<file path="config.mk">
export PLATFORM = sky130hd
export DESIGN_NAME = opb_irq_ctrl
export DESIGN_NICKNAME = d
export VERILOG_FILES = /design/src/rtl/opb_irq_pkg.sv /design/src/rtl/irq_sync_edge.sv /design/src/rtl/opb_irq_ctrl.sv
export SDC_FILE = /design/constraint.sdc
export NUM_CORES = 1
export LEC_CHECK = 0
export ABC_CLOCK_PERIOD_IN_PS = 6100
export BUFFER_PORTS_ARGS = -buffer_cell sky130_fd_sc_hd__buf_2
export CORE_MARGIN = 2
export CORE_UTILIZATION = 30
export DETAILED_ROUTE_END_ITERATION = 8
export PLACE_DENSITY = 0.47
export SYNTH_ARGS = -nofsm -noshare
export SYNTH_HDL_FRONTEND = slang
export SYNTH_SLANG_ARGS = --single-unit
</file>
<file path="constraint.sdc">
create_clock -name OPB_Clk -period 6.1 [get_ports OPB_Clk]
set_input_delay 1.22 -clock OPB_Clk [delete_from_list [all_inputs] [get_ports OPB_Clk]]
set_output_delay 1.22 -clock OPB_Clk [all_outputs]
set_load 0.01 [all_outputs]
</file>
<file path="src/rtl/opb_irq_pkg.sv">
// Shared definitions for the OPB interrupt controller: register map, bus FSM
// states and the OPB big-endian to register bit-order conversion.
package opb_irq_pkg;

  localparam logic [31:0] OFF_STATUS   = 32'h00;
  localparam logic [31:0] OFF_PENDING  = 32'h04;
  localparam logic [31:0] OFF_ENABLE   = 32'h08;
  localparam logic [31:0] OFF_ACTIVE   = 32'h0C;
  localparam logic [31:0] OFF_VECTOR   = 32'h10;
  localparam logic [31:0] OFF_CONTROL  = 32'h14;
  localparam logic [31:0] OFF_SOFT_SET = 32'h18;

  typedef enum logic [1:0] {
    ST_IDLE = 2'd0,
    ST_ACK  = 2'd1,
    ST_HOLD = 2'd2
  } bus_state_e;

  // OPB numbers bit 0 as the MSB; register bit n lives on bus bit 31-n.
  function automatic logic [31:0] opb_to_reg(input logic [0:31] v);
    logic [31:0] r;
    for (int n = 0; n < 32; n++) r[n] = v[31-n];
    return r;
  endfunction

  function automatic logic [0:31] reg_to_opb(input logic [31:0] v);
    logic [0:31] r;
    for (int n = 0; n < 32; n++) r[31-n] = v[n];
    return r;
  endfunction

endpackage

</file>
<file path="src/rtl/irq_sync_edge.sv">
// Two-flop synchroniser for one asynchronous request plus a rising-edge
// detector on the synchronised level.
module irq_sync_edge (
  input  logic clk,
  input  logic rst_n,
  input  logic async_in,
  output logic level,
  output logic rise
);

  logic sync_p0;
  logic sync_p1;
  logic prev_p2;

  always_ff @(posedge clk or negedge rst_n) begin
    if (!rst_n) begin
      sync_p0 <= 1'b0;
      sync_p1 <= 1'b0;
      prev_p2 <= 1'b0;
    end else begin
      sync_p0 <= async_in;
      sync_p1 <= sync_p0;
      prev_p2 <= sync_p1;
    end
  end

  assign level = sync_p1;
  assign rise  = sync_p1 & ~prev_p2;

endmodule

</file>
<file path="src/rtl/opb_irq_ctrl.sv">
// OPB slave interrupt controller: synchronises app_irq, latches edge/level
// events into PENDING, masks with ENABLE and drives a registered irq_n.
module opb_irq_ctrl
  import opb_irq_pkg::*;
#(
  parameter logic [31:0] C_BASEADDR  = 32'h00010000,
  parameter logic [31:0] C_HIGHADDR  = 32'h0001FFFF,
  parameter int          C_NUM_IRQ   = 16,
  parameter logic [15:0] C_EDGE_MASK = 16'hFFFF
) (
  input  logic        OPB_Clk,
  input  logic        OPB_Rst_n,
  input  logic [0:31] OPB_ABus,
  input  logic [0:3]  OPB_BE,
  input  logic [0:31] OPB_DBus,
  input  logic        OPB_RNW,
  input  logic        OPB_select,
  input  logic        OPB_seqAddr,
  output logic [0:31] Sl_DBus,
  output logic        Sl_xferAck,
  output logic        Sl_errAck,
  output logic        Sl_retry,
  output logic        Sl_toutSup,
  input  logic [15:0] app_irq,
  output logic        irq_n
);

  localparam logic [15:0] IRQ_MASK = 16'((32'h1 << C_NUM_IRQ) - 32'h1);

  logic [15:0] level_s, rise_s;
  logic [15:0] pending, enable, active, status;
  logic        control;
  logic [15:0] pend_clr, soft_set, edge_next, level_next, pending_next;
  logic        vec_valid;
  logic [3:0]  vec_idx;

  bus_state_e  state;
  logic [31:0] addr_in, off_in, wdata_in, bemask_in, rd_data, rdata_q;
  logic [31:0] off_q, wdata_q, bemask_q, wr_bits;
  logic        rnw_q, in_window, acc_start, wr_en;
  logic        unused_bits;

  for (genvar gi = 0; gi < 16; gi++) begin : g_sync
    irq_sync_edge u_sync (
      .clk      (OPB_Clk),
      .rst_n    (OPB_Rst_n),
      .async_in (app_irq[gi]),
      .level    (level_s[gi]),
      .rise     (rise_s[gi])
    );
  end

  assign status = level_s & IRQ_MASK;
  assign active = pending & enable;

  // Bus decode and byte-enable expansion
  assign addr_in   = opb_to_reg(OPB_ABus);
  assign wdata_in  = opb_to_reg(OPB_DBus);
  assign off_in    = addr_in - C_BASEADDR;
  assign in_window = (addr_in >= C_BASEADDR) && (addr_in <= C_HIGHADDR);
  assign acc_start = (state == ST_IDLE) && OPB_select && in_window;

  always_comb begin
    bemask_in = '0;
    for (int i = 0; i < 4; i++) bemask_in[31-8*i -: 8] = {8{OPB_BE[i]}};
  end

  always_comb begin
    vec_valid = |active;
    vec_idx   = '0;
    for (int i = 15; i >= 0; i--) if (active[i]) vec_idx = 4'(i);
  end

  always_comb begin
    case (off_in)
      OFF_STATUS:  rd_data = {16'h0, status};
      OFF_PENDING: rd_data = {16'h0, pending};
      OFF_ENABLE:  rd_data = {16'h0, enable};
      OFF_ACTIVE:  rd_data = {16'h0, active};
      OFF_VECTOR:  rd_data = {vec_valid, 27'h0, vec_idx};
      OFF_CONTROL: rd_data = {31'h0, control};
      default:     rd_data = 32'h0;
    endcase
  end

  // Transfer attributes captured when the access is accepted
  always_ff @(posedge OPB_Clk) begin
    if (acc_start) begin
      off_q    <= off_in;
      wdata_q  <= wdata_in;
      bemask_q <= bemask_in;
      rnw_q    <= OPB_RNW;
    end
  end

  always_ff @(posedge OPB_Clk or negedge OPB_Rst_n) begin
    if (!OPB_Rst_n) begin
      state      <= ST_IDLE;
      Sl_xferAck <= 1'b0;
      rdata_q    <= '0;
    end else begin
      case (state)
        ST_IDLE: begin
          if (acc_start) begin
            state      <= ST_ACK;
            Sl_xferAck <= 1'b1;
            rdata_q    <= OPB_RNW ? rd_data : 32'h0;
          end
        end
        ST_ACK: begin
          state      <= ST_HOLD;
          Sl_xferAck <= 1'b0;
          rdata_q    <= '0;
        end
        ST_HOLD: state <= ST_IDLE;
        default: begin
          state      <= ST_IDLE;
          Sl_xferAck <= 1'b0;
          rdata_q    <= '0;
        end
      endcase
    end
  end

  // Register writes commit on the edge that leaves ACK
  assign wr_en    = (state == ST_ACK) && !rnw_q;
  assign wr_bits  = wdata_q & bemask_q;
  assign pend_clr = (wr_en && off_q == OFF_PENDING)  ? wr_bits[15:0] : 16'h0;
  assign soft_set = (wr_en && off_q == OFF_SOFT_SET) ? wr_bits[15:0] : 16'h0;

  // A hardware edge in the same cycle as a W1C keeps the bit pending.
  always_comb begin
    edge_next    = (pending & ~pend_clr) | rise_s | soft_set;
    level_next   = level_s | soft_set;
    pending_next = ((C_EDGE_MASK & edge_next) | (~C_EDGE_MASK & level_next)) & IRQ_MASK;
  end

  always_ff @(posedge OPB_Clk or negedge OPB_Rst_n) begin
    if (!OPB_Rst_n) begin
      pending <= '0;
      enable  <= '0;
      control <= 1'b0;
      irq_n   <= 1'b1;
    end else begin
      pending <= pending_next;
      if (wr_en && off_q == OFF_ENABLE)
        enable <= ((enable & ~bemask_q[15:0]) | wr_bits[15:0]) & IRQ_MASK;
      if (wr_en && off_q == OFF_CONTROL)
        control <= (control & ~bemask_q[0]) | wr_bits[0];
      irq_n <= ~(control & |active);
    end
  end

  assign Sl_DBus    = reg_to_opb(rdata_q);
  assign Sl_errAck  = 1'b0;
  assign Sl_retry   = 1'b0;
  assign Sl_toutSup = 1'b0;

  assign unused_bits = ^{OPB_seqAddr, wr_bits[31:16]};

endmodule
</file>
After elaboration in Yosys (flattened, before gate mapping)
Cells that the tools add are included.
{"block": "totals", "wordCells": 160, "input_bits": 89, "regBits": 175}
{"block": "op_classes", "reduce_logical": 13, "n_mux": 26, "order_cmp": 2, "eq_ne": 12, "bitwise_logic": 47, "addsub": 1}
{"operator": "32-bit one-hot mux with 6 select lines", "count": 1}
{"operator": "32-bit by 5-bit == test with 1-bit output, second input constant", "count": 4}
{"operator": "32-bit by 4-bit == test with 1-bit output, second input constant", "count": 3}
{"operator": "16-bit bitwise AND", "count": 4}
{"operator": "32-bit by 3-bit == test with 1-bit output, second input constant", "count": 2}
{"operator": "32-bit two-way mux", "count": 2}
{"operator": "4-bit two-way mux", "count": 16}
{"operator": "32-bit one-hot mux with 2 select lines", "count": 1}
{"operator": "16-bit OR", "count": 3}
{"operator": "32-bit by 17-bit greater-or-equal comparator with 1-bit output, second input constant", "count": 1}
{"operator": "32-bit by 17-bit <= comparator with 1-bit output, second input constant", "count": 1}
{"operator": "32-bit logical NOT", "count": 1}
{"operator": "16-bit two-way mux", "count": 2}
{"operator": "16-bit inverter", "count": 2}
{"operator": "32-bit by 17-bit subtractor with 32-bit output, second input constant", "count": 1}
{"operator": "1-bit inverter", "count": 19}
{"operator": "1-bit bitwise AND", "count": 18}
{"operator": "16-bit OR reduction", "count": 1}
{"operator": "1-bit logical AND", "count": 8}
{"operator": "2-bit one-hot mux with 2 select lines", "count": 1}
{"operator": "2-bit by 1-bit == test with 1-bit output, second input constant", "count": 1}
{"operator": "2-bit == test, second input constant", "count": 1}
{"operator": "2-bit logical NOT", "count": 1}
{"operator": "2-bit two-way mux", "count": 1}
{"operator": "6 further kinds", "count": 6}

Depth between registers and ports, before layout
{"block": "logic_depth", "ltp_word": 21, "mapped_depth": 9}

Hierarchy
Synthesis repeated with hierarchy kept, for this count alone.
{"block": "unflattened", "hier_cells": 525, "area_unflattened_um2": 6673.9}
{"module": "opb_irq_ctrl", "seq_area_each_um2": 2884.0, "cells_each": 461, "area_per_inst_um2": 5252.5, "n_inst": 1}
{"module": "irq_sync_edge", "seq_area_each_um2": 75.1, "cells_each": 4, "area_per_inst_um2": 88.8, "n_inst": 16}

Least setup slack after synthesis
Ideal clock, no wire load.
{"block": "synth_timing", "path_kind": "input port to flip-flop", "startpoint": "in OPB_ABus[11] (netlist name)", "endpoint": "reg bemask_q[7] (enable)", "setup_ns": 0.413, "slack_ns": 2.066, "t_required_ns": 5.687, "stages": 4, "arrival_time_ns": 3.621, "cell_sequence": "clkbuf_1 or4_1 nor4_1 and4_1"}
{"block": "synth_via", "elab_chain_len": 3}
{"element": "start: declaration", "line": "opb_irq_ctrl.sv:13", "text": "input logic [0:31] OPB_ABus,"}
{"element": "32-bit by 17-bit greater-or-equal comparator with 1-bit output / 32-bit by 17-bit <= comparator with 1-bit output (equally long branches)", "line": "opb_irq_ctrl.sv:60", "text": "assign in_window = (addr_in >= C_BASEADDR) && (addr_in <= C_HIGHADDR);"}
{"element": "1-bit logical AND (*)", "line": "opb_irq_ctrl.sv:60"}
{"element": "1-bit logical AND (*)", "line": "opb_irq_ctrl.sv:61", "text": "assign acc_start = (state == ST_IDLE) && OPB_select && in_window;"}
{"element": "named net acc_start", "line": "opb_irq_ctrl.sv:40", "text": "logic rnw_q, in_window, acc_start, wr_en;"}
{"element": "end signal: assignment", "line": "opb_irq_ctrl.sv:91", "text": "bemask_q <= bemask_in;"}
{"element": "end: declaration", "line": "opb_irq_ctrl.sv:39", "text": "logic [31:0] off_q, wdata_q, bemask_q, wr_bits;"}
The timed path passes the listed nets; every way through them passes the cells marked *.
A chain may end at the register's enable or synchronous reset.

Final worst setup path
{"block": "layout_timing", "startpoint": "in OPB_ABus[30] (netlist name)", "endpoint": "reg rdata_q[6], in the netlist Sl_DBus[25]"}
{"block": "layout_via", "elab_chain_len": 6}
{"element": "32-bit by 17-bit subtractor with 32-bit output", "line": "opb_irq_ctrl.sv:59", "text": "assign off_in = addr_in - C_BASEADDR;"}
{"element": "32-bit by 5-bit == test with 1-bit output (tied with other cells)", "line": "opb_irq_ctrl.sv:75", "text": "case (off_in)"}
{"element": "32-bit one-hot mux with 6 select lines", "line": "opb_irq_ctrl.sv:75"}
{"element": "32-bit two-way mux", "line": "opb_irq_ctrl.sv:107", "text": "rdata_q <= OPB_RNW ? rd_data : 32'h0;"}
{"element": "32-bit two-way mux", "line": "opb_irq_ctrl.sv:104", "text": "if (acc_start) begin"}
{"element": "32-bit one-hot mux with 2 select lines", "line": "opb_irq_ctrl.sv:102", "text": "case (state)"}
{"element": "end signal: assignment", "line": "opb_irq_ctrl.sv:107"}
{"element": "end: declaration", "line": "opb_irq_ctrl.sv:38", "text": "logic [31:0] addr_in, off_in, wdata_in, bemask_in, rd_data, rdata_q;"}
Several ways; a longest one is shown, not always the timed one. The select of a mux whose other input is x is not followed.

==> results.md <==
- Run status: finished, final reports clean
- Most frequent cells in the layout: dfrtp_1, buf_2, edfxtp_1, nand2_1
- GR Util All Layers: 0.146
- Critical-path maximum fanout: 16
- Fraction of layout cells with a size suffix above 1: 0.256
- Port Buffer Count: 88
- Post-Syn Instances: 480
- DR pass1 iterations: 4
- Vias in the first global route: ~4.5k
- Sequential-to-total area share from yosys stat: 0.646
- Final Cycle Share: 0.670
- Final Critical Period: 4.09 ns
- DRC: 0
- Hpwl dp: ~11 mm
- Commonest non-fill, non-tap cell in the layout: dfrtp_1
- Remaining global-route overflow: 0
- DRT Wirelength: about 15 mm
- Crit-path cells: buf_2 > nor4_1 > nand4_1 > o41ai_1 > nand4_1 > a2111oi_4 > a22o_1
- Worst r2r dst: Sl_DBus[25]
- XOR/XNOR Fraction of Synth Area: 0.0152
- RSZ-0062 raised after global routing: no
- CP most frequent cell: nand4_1
- Relative slew slack: 0.213
- Placed cells: approximately 830
- Via density: 5.01
- Setup TNS: 0 ns
- Routability cong.: roughly 0.84
- Hold Path Class: reg -> reg
- Cts hold-fix bufs: 0
- Seq cells post-synth: between 150 and 200
- 1st-iter DRT viols: between 300 and 400
- Slew @ Worst Pin: about 1.2 ns
- Startpoint Class: input port
- P&R area growth vs syn: 21.0%
- DIE WIDTH: between 100 and 150 um
- Synth Area in Simple Gates: 0.130
- Count of final max-slew check failures: 0
- Non-Filler Instances: approximately 860
- Final hold vios: 0
- Leak Pwr: roughly 0.0031 uW
- Core area: 0.0209 sq mm
- H-tree levels: 4
- Reg2Reg Depth: 6
- CP startpoint: OPB_ABus[30]
- Cts bufs inserted: 17
- CP arrival: 4.45 ns
- Max-cap violation count: 0
- Clk buf depth: 2
- Largest net degree at the start of global routing: 58
- Syn Area/Cell: between 10 and 15 sq um
- Filler Cells Inserted: roughly 2.0k
- Row cnt: 53
- Critical Path End: Sl_DBus[25]
- Complex-gate fraction of the synthesized area: 0.132
- Maximum vdd drop: around 210 uV
- CP Data Required Time: approximately 6.5 ns
- Largest family of logic cells by synthesized area: compound AO/OA/AOI/OAI gates
- CTS Sinks: roughly 150
- Reg2reg start: state[1]
- Skew-Pair Late Insertion Delay: roughly 0.43 ns
- Top FF cell, synth: dfrtp_1
- Final nets: roughly 660
- CTS tree: built
- Resize count post-CTS: 0
- Die area: around 0.022 sq mm
- First-pass GRT wire length: 24.7 mm
- Pre-CTS setup slack: approximately 1.6 ns
- Async set or reset register ratio after synthesis: 0.667
- Starting Density: 0.303
- Clock slew at reported path FFs: 0.06 ns
- Number of flops mapped to enable cells by yosys: 51
- Post-DRT Antenna Nets: 0
- Sequential cell area: about 0.004 sq mm
- Synth Area in Adders: 0.00396
- Crit. path cell count: 7
- Ports: ~130
- Postcts setup bufs: 0
- Power Dens Cells: between 300 and 400 mW/mm^2
- Final setup violation count: 0
- Die Ht: ~150 um
- Setup WS post-layout: 2.01 ns
- Ant diodes: 0
- Area of the multi-input gates: slightly above 0.002 sq mm
- Post-synthesis mux area share: 0.0320
- Highest-delay cell along the critical path: a2111oi_4
- Critical Path Max Stage Delay: ~1.1 ns
- Min-delay src: g_sync[6].u_sync.sync_p0
- Root Buffer Master: clkbuf_16
- Fmax achieved: 0.245 GHz
- Yosys cell types: just over 50
- Mapped Area: roughly 0.0063 sq mm
- WL/cell: roughly 18 um
- CP top delay family: compound AO/OA/AOI/OAI gates
- Clk_skew: 0.0143 ns
- Syn. warnings: 0
- Vias: 4299
- Kind of critical path: in -> reg
- CP bufs+invs: 1
- Worst R2R Setup Slack: approximately 3.1 ns
- Initial antenna violation count: 0
- CP endpoint kind: flip-flop
[logic make-up (layout without fill, tap and decap cells)]
| family | Yosys count | count (layout) |
|---|---|---|
| DFF | 153 | 153 |
| buffers and inverters | 46 | 132 |
| and+or+nand+nor | 148 | 148 |
| other | 1 | 18 |
| muxes | 18 | 18 |
| AOI/OAI and AO/OA | 101 | 101 |
| adders and majority gates | 2 | 2 |
| xor gates and xnor gates | 11 | 11 |
[stage by stage]
| stage | hold slack, ns | total power [uW] | cell area (sq um) | utilization |
|---|---|---|---|---|
| final | 0.347 | 2340 | 7660 | 0.367 |
| after global routing | 0.353 | 2420 | 7660 | 0.367 |
| after CTS | 0.349 | 2370 | 7660 | 0.367 |
| after detailed placement | 0.335 | 1190 | 6990 | 0.335 |
| after global placement | 0.333 | 1190 | 6990 | 0.335 |
| after floorplan | 0.331 | 1150 | 6390 | - |
[report_power, final]
part           leakage [uW]  internal [uW]  switching (uW)
Clock              0.000319            734             438
Sequential          0.00168           1080            7.09
Combinational       0.00112           30.1            55.2
[synth_stat cells (all sizes together), types with 3 or more instances]
library cell | number | area, sq um
nor2b | 19 | 119
o21ai | 19 | 95.1
a22oi | 5 | 37.5
o31ai | 3 | 22.5
nor3 | 12 | 60.1
nor4b | 3 | 26.3
nor2 | 14 | 52.6
xnor2 | 4 | 35.0
a221o | 16 | 160
nand2b | 4 | 25.0
nand2 | 43 | 161
mux2 | 18 | 203
xor2 | 7 | 61.3
and3b | 4 | 35.0
nor4 | 16 | 100
or3 | 3 | 18.8
edfxtp | 51 | 1530
a21oi | 4 | 20.0
a2bb2oi | 13 | 114
clkbuf | 16 | 60.1
inv | 9 | 33.8
dfrtp | 101 | 2530
or4 | 8 | 67.6
a22o | 20 | 175
o22ai | 3 | 18.8
o41ai | 3 | 45.1
nand4 | 10 | 62.6
buf | 21 | 161
[layer usage]
layer,vias to the layer above,track usage,routed length [um]
li1,1986,-,-
met1,2155,0.192,6930
met2,136,0.236,7540
met3,22,0.0364,695
met4,0,0.0543,281
met5,-,0,0
[worst min path at each step]
| stage | end | slack [ns] | cells past startpoint |
|---|---|---|---|
| final | g_sync[6].u_sync.level | 0.35 | 0 |
| after global routing | g_sync[0].u_sync.level | 0.35 | 0 |
| after CTS | g_sync[0].u_sync.level | 0.35 | 0 |
| after detailed placement | g_sync[5].u_sync.level | 0.33 | 0 |
| after global placement | g_sync[7].u_sync.level | 0.33 | 0 |
| after floorplan | g_sync[0].u_sync.level | 0.33 | 0 |
[cell type report]
cell class,instances,area share
sequential,153,0.534
multi-input combinational,298,0.269
clock buffer,22,0.0677
timing repair buffer,91,0.0608
tap,275,0.0449
clock inverter,10,0.0194
inverter,9,0.00441
Power figures use the tool's default switching activity.
